$ cat src/rtl/fb_pixel_writer.sv
// Consumer end of the rasterizer pixel FIFO: pops colour/coordinate pairs, converts
// to RGB565, clips off-screen pixels and writes the rest to framebuffer memory.
module fb_pixel_writer #(
  parameter int FB_WIDTH  = 640,
  parameter int FB_HEIGHT = 480,
  parameter int ADDR_W    = 20
) (
  input  logic              clk,
  input  logic              rst_n,
  input  logic              pix_empty,
  output logic              pix_rd_en,
  input  logic [31:0]       pix_data,
  input  logic              crd_empty,
  output logic              crd_rd_en,
  input  logic [31:0]       crd_data,
  input  logic              clear_start,
  input  logic [23:0]       clear_color,
  input  logic [ADDR_W-1:0] fb_base,
  output logic              mem_req,
  output logic [ADDR_W-1:0] mem_addr,
  output logic [15:0]       mem_wdata,
  input  logic              mem_ack,
  output logic              fifo_ready,
  output logic              busy,
  output logic [15:0]       drop_count
);
  localparam logic [1:0] S_IDLE  = 2'd0;
  localparam logic [1:0] S_LATCH = 2'd1;
  localparam logic [1:0] S_WRITE = 2'd2;
  localparam logic [1:0] S_CLEAR = 2'd3;

  localparam int               LIN_W      = ADDR_W + 16;
  localparam int               NPIX       = FB_WIDTH * FB_HEIGHT;
  localparam int               CNT_W      = (NPIX > 1) ? $clog2(NPIX) : 1;
  localparam logic [CNT_W-1:0] CLEAR_LAST = CNT_W'(NPIX - 1);
  localparam logic [16:0]      X_LIM      = 17'(FB_WIDTH);
  localparam logic [16:0]      Y_LIM      = 17'(FB_HEIGHT);

  function automatic logic [15:0] to_rgb565(input logic [4:0] r, input logic [5:0] g,
                                            input logic [4:0] b);
    return {r, g, b};
  endfunction

  logic [1:0]        state;
  logic [CNT_W-1:0]  clr_cnt;
  logic [ADDR_W-1:0] base_p0;
  logic              pop;
  logic [15:0]       x_p1;
  logic [15:0]       y_p1;
  logic              clip_p1;
  logic [LIN_W-1:0]  lin_p1;
  logic              unused_bits;

  // Pop only when idle, no clear is requested and both FIFOs can supply a word.
  assign pop       = rst_n && (state == S_IDLE) && !clear_start && !pix_empty && !crd_empty;
  assign pix_rd_en = pop;
  assign crd_rd_en = pop;
  assign busy      = (state != S_IDLE);

  // Stage p1: popped words are on the FIFO outputs while in LATCH.
  assign x_p1    = crd_data[15:0];
  assign y_p1    = crd_data[31:16];
  assign clip_p1 = ({1'b0, x_p1} >= X_LIM) || ({1'b0, y_p1} >= Y_LIM);
  assign lin_p1  = LIN_W'(base_p0) + LIN_W'(y_p1) * LIN_W'(FB_WIDTH) + LIN_W'(x_p1);

  assign unused_bits = ^{pix_data[31:24], pix_data[18:16], pix_data[9:8], pix_data[2:0],
                         clear_color[18:16], clear_color[9:8], clear_color[2:0],
                         lin_p1[LIN_W-1:ADDR_W]};

  // Stage p0: base address captured alongside the pop.
  always_ff @(posedge clk) begin
    if (pop) base_p0 <= fb_base;
  end

  always_ff @(posedge clk or negedge rst_n) begin
    if (!rst_n) begin
      state      <= S_IDLE;
      clr_cnt    <= '0;
      mem_req    <= 1'b0;
      mem_addr   <= '0;
      mem_wdata  <= '0;
      drop_count <= '0;
      fifo_ready <= 1'b0;
    end else begin
      fifo_ready <= 1'b1;
      case (state)
        S_IDLE: begin
          if (clear_start) begin
            state      <= S_CLEAR;
            clr_cnt    <= '0;
            mem_req    <= 1'b1;
            mem_addr   <= fb_base;
            mem_wdata  <= to_rgb565(clear_color[23:19], clear_color[15:10], clear_color[7:3]);
            fifo_ready <= 1'b0;
          end else if (pop) begin
            state <= S_LATCH;
          end
        end
        S_LATCH: begin
          if (clip_p1) begin
            state <= S_IDLE;
            if (drop_count != 16'hFFFF) drop_count <= drop_count + 16'd1;
          end else begin
            state     <= S_WRITE;
            mem_req   <= 1'b1;
            mem_addr  <= lin_p1[ADDR_W-1:0];
            mem_wdata <= to_rgb565(pix_data[23:19], pix_data[15:10], pix_data[7:3]);
          end
        end
        S_WRITE: begin
          if (mem_ack) begin
            mem_req <= 1'b0;
            state   <= S_IDLE;
          end
        end
        S_CLEAR: begin
          // Request stays asserted across beats; address advances on every ack.
          if (mem_ack && (clr_cnt == CLEAR_LAST)) begin
            mem_req <= 1'b0;
            state   <= S_IDLE;
          end else begin
            fifo_ready <= 1'b0;
            if (mem_ack) begin
              clr_cnt  <= clr_cnt + 1'b1;
              mem_addr <= mem_addr + ADDR_W'(1);
            end
          end
        end
        default: state <= S_IDLE;
      endcase
    end
  end
endmodule

$ cat config.mk
export PLATFORM = sky130hd
export DESIGN_NAME = fb_pixel_writer
export DESIGN_NICKNAME = d
export VERILOG_FILES = /design/src/rtl/fb_pixel_writer.sv
export SDC_FILE = /design/constraint.sdc
export NUM_CORES = 1
export LEC_CHECK = 0
export BUFFER_PORTS_ARGS = -buffer_cell sky130_fd_sc_hd__buf_2
export CAP_MARGIN = 15
export CORE_MARGIN = 2
export CORE_UTILIZATION = 40
export CTS_CLUSTER_SIZE = 24
export DETAILED_ROUTE_END_ITERATION = 7
export HOLD_SLACK_MARGIN = 0.02
export PLACE_DENSITY = 0.66
export SLEW_MARGIN = 20
export SYNTH_ARGS = -nofsm -noshare
export SYNTH_HDL_FRONTEND = slang
export SYNTH_SLANG_ARGS = --single-unit
$ cat constraint.sdc
create_clock -name clk -period 4.3 [get_ports clk]
set_input_delay 0.86 -clock clk [delete_from_list [all_inputs] [get_ports clk]]
set_output_delay 0.86 -clock clk [all_outputs]
set_load 0.005 [all_outputs]
==> flow_summary_export.csv <==
group,metric,value,unit
outcome,status,"finished, final reports clean",
clock_network,numCtsBuffers,9,
floorplanning,die_y,132,µm
global_routing,grt_pass1_vias,5578,
logic_synthesis,yosys_warnings,0,
detailed_routing,drc,0,
critical_path,critPathBufInv,3,
floorplanning,start_util,0.411,
power_and_ir_drop,power_frac_seq,0.324,
placement,pre_cts_ws,-0.129,ns
logic_synthesis,synth_nets,877,
power_and_ir_drop,ir_drop,0.285,mV
critical_path,worst_setup_path_end_kind,"flip-flop",
clock_network,clk_latency,0.35,ns
logic_synthesis,ys_seq_elements,95,
timing,slew_headroom,0.321,
critical_path,max_stage_delay,0.46,ns
critical_path,startpoint_type,"input pin",
detailed_routing,drt_iter0_drc,252,
placement,gp_congestion,0.870,
global_routing,grt_max_degree,76,
critical_path,cp_max_fo,3,
final_layout,antenna_cells,0,
critical_path,crit_path_cell_trace,"buf_2 -> ha_1 -> ha_1 -> inv_1 -> fa_1 -> buf_4 -> xnor2_1 -> fa_1 -> ha_1 -> nand2_1 -> or3b_2 -> a31o_2 -> a31oi_1 -> xnor2_1 -> o21ai_0",
clock_network,cts_root_buf,"clkbuf_16",
final_layout,multi_input_area,0.00387,mm²
critical_path,r2r_slack,1.26,ns
detailed_routing,wl_per_cell,15.4,µm
critical_path,critPathTopFamily,"adder cells",
final_layout,areaGrowthSynthToFinish,21.8,%
critical_path,rr_endpoint,"mem_addr[11]$_DFFE_PN0P_",
placement,place_area,0.00771,mm²
logic_synthesis,synthFlopType,"dfrtp_1",
logic_synthesis,synth_edf_count,20,
power_and_ir_drop,power_switching,1.81,mW
floorplanning,core_area,0.0160,mm²
detailed_routing,via_per_inst,5.23,
timing,tightest_slew,1.02,ns
final_layout,final_core_util,0.500,
logic_synthesis,ys_types,68,
power_and_ir_drop,swShare,0.422,
timing,finalCriticalPeriod,3.99,ns
placement,numPortBuffers,146,
critical_path,cpMostUsedCell,"ha_1",
power_and_ir_drop,intPower,2.47,mW
power_and_ir_drop,power_density,534,mW/mm²
final_layout,drive_gt1_frac,0.237,
critical_path,reg2regPathDepth,11,
final_layout,final_nets,1042,
critical_path,crit_required,4.53,ns
detailed_routing,vias,5669,
detailed_routing,ant_nets,0,
final_layout,stdcell_area,0.00800,mm²
final_layout,seqCellArea,0.00248,mm²
detailed_routing,dr.pass1.iters,5,
logic_synthesis,async_flop_share,0.789,
global_routing,grt-ovfl-total,0,
timing,finalHoldViolations,0,
worst_hold_path,hold_path_depth,2,
floorplanning,fp-row-count,46,
critical_path,reg2reg_from,"base_p0[1]$_DFFE_PP_",
worst_hold_path,holdPathEnd,"mem_wdata[10]$_DFFE_PN0P_",
timing,drv_slew,0,
logic_synthesis,synth_cells,698,
critical_path,critical_path_arrival,4.21,ns
clock_network,clk_pin_slew_worst_paths,0.07,ns
timing,hold_ws,0.476,ns
logic_synthesis,syn_avg_cell_area,9.42,µm²
placement,place_inst,1068,
final_layout,fill_cells,1537,
critical_path,path_class,"input pin to flip-flop",
clock_network,htree_levels,3,
floorplanning,dieArea,0.0175,mm²
timing,fin_crit_sh,0.927,
timing,setup_violations,0,
power_and_ir_drop,clockPowerShare,0.184,
clock_network,cts_buffer_depth,2,
power_and_ir_drop,comb_power_share,0.493,
timing,skew,0.0102,ns
timing,rsz0062_at_grt,"no",
placement,hpwl,12900,µm
global_routing,grt_pass1_wl,27800,µm
final_layout,fin_cells,1084,
detailed_routing,drt_wl_total,16700,µm
timing,timing.final.ws_setup,0.314,ns
floorplanning,die_x,132,µm
global_routing,grtUsageTotal,0.196,
clock_network,cts_tree,"yes",
timing,setup_tns,0,ns
logic_synthesis,netlist_area,0.00657,mm²
worst_hold_path,hold_path.class,"flip-flop to flip-flop",
floorplanning,ios,171,
power_and_ir_drop,leakagePower,3.66,nW
logic_synthesis,yosysSeqAreaShare,0.377,
worst_hold_path,hp-start,"mem_wdata[10]$_DFFE_PN0P_",
timing,fmax,0.251,GHz
power_and_ir_drop,p_total,4.28,mW
run,max_cap_violations,0,
critical_path,cp_slowest_cell,"or3b_2",
clock_network,cts_sinks,95,
global_routing,grt_antenna_before_repair,0,
-- synth_stat cells, types with 5 or more instances --
cell type  count  area [µm²]
mux2i_1       21         210
nand2_1       63         236
edfxtp_1      20         601
nor3_1        20         100
fa_1          11         220
o22ai_1        8        50.1
nor2_1        55         206
a211oi_1       7        52.6
nand3_1       26         130
ha_1          54         676
xor2_1        13         114
o31ai_1        6        45.0
a31oi_1        6        37.5
xnor2_1       43         377
o21ai_0       55         275
and3_1         5        31.3
o21a_1         7        52.6
dfrtp_1       75        1880
and4_1         6        52.6
a21o_1         9        67.6
inv_1         35         131
or3_1          5        31.3
nand4_1       18         113
a221oi_1       7        61.3
clkbuf_1      15        56.3
nor2b_1        7        43.8
a21oi_1       35         175
-- state kept, by name (all words and copies together), names as in the netlist --
signal,count
base_p0,20
mem_addr,20
clr_cnt,19
drop_count,16
mem_wdata,16
state,2
fifo_ready,1
mem_req,1
-- routing by layer --
metal | track usage | share of wire | up-vias
li1 | - | - | 2876
met4 | 0.0687 | 0.026 | 0
met2 | 0.319 | 0.48 | 129
met3 | 0.0277 | 0.038 | 29
met5 | 0 | 0 | -
met1 | 0.268 | 0.46 | 2635
-- worst reg2reg max path, cell delays in order, from the launching register on --
cell and delay [ns]:
edfxtp_1 0.36, ha_1 0.28, ha_1 0.19, inv_1 0.06
fa_1 0.41, nor2b_1 0.20, o31ai_1 0.15, a2111oi_2 0.45
o22ai_1 0.17, xnor2_1 0.16, a221oi_1 0.33, o22ai_1 0.13
-- layout make-up --
type / instances / share of cell area
flip-flops and latches: 95 / 0.310
clock inverters: 7 / 0.00797
multi-input cells: 544 / 0.483
clock buffers: 9 / 0.0281
inverters: 36 / 0.0169
repair buffers: 177 / 0.121
well taps: 216 / 0.0338
-- cells by family (layout without fill, tap and decap cells) --
group	count (synthesis)	in the layout	share of synthesized area
XOR/XNOR	56	56	0.0746
buffers and inverters	59	229	0.0362
adder cells (fa/ha/maj)	65	65	0.136
flip-flops	95	95	0.377
AO/OA/AOI/OAI	170	170	0.164
AND/OR/NAND/NOR	231	231	0.179
multiplexers	22	22	0.0337
-- how the worst max path moves through the flow --
stage	depth (start not counted)	start	to
2_1_floorplan	15	crd_data[20]	mem_addr[19]$_DFFE_PN0P_
3_3_place_gp	16	crd_data[20]	mem_addr[19]$_DFFE_PN0P_
3_5_place_dp	16	crd_data[20]	mem_addr[19]$_DFFE_PN0P_
4_1_cts	16	crd_data[20]	mem_addr[19]$_DFFE_PN0P_
5_1_grt	16	crd_data[18]	mem_addr[19]$_DFFE_PN0P_
6_report	15	crd_data[19]	mem_addr[17]$_DFFE_PN0P_
-- placed cells by master (no fill, tap or decap), types with 26 or more instances in the layout --
master / count
buf_2: 145
dfrtp_1: 75
nand2_1: 63
nor2_1: 55
o21ai_0: 54
ha_1: 53
xnor2_1: 43
inv_1: 35
a21oi_1: 35
buf_4: 32
nand3_1: 26
-- power by group through the flow --
stage               Clock [mW]  Combinational, mW  Sequential, mW
finish                   0.786               2.11            1.38
global route             0.843               2.39            1.42
CTS                      0.808               2.13            1.38
detailed placement           0               2.12            1.40
global placement             0               2.09            1.39
floorplan                    0               1.38            1.38
-- repair_timing --
item	in CTS	in global routing
hold buffers	0	0
setup endpoints to repair	0	1
gates resized for setup	0	1
setup buffers	0	0
Note: power is estimated with default switching activity, not from simulation.
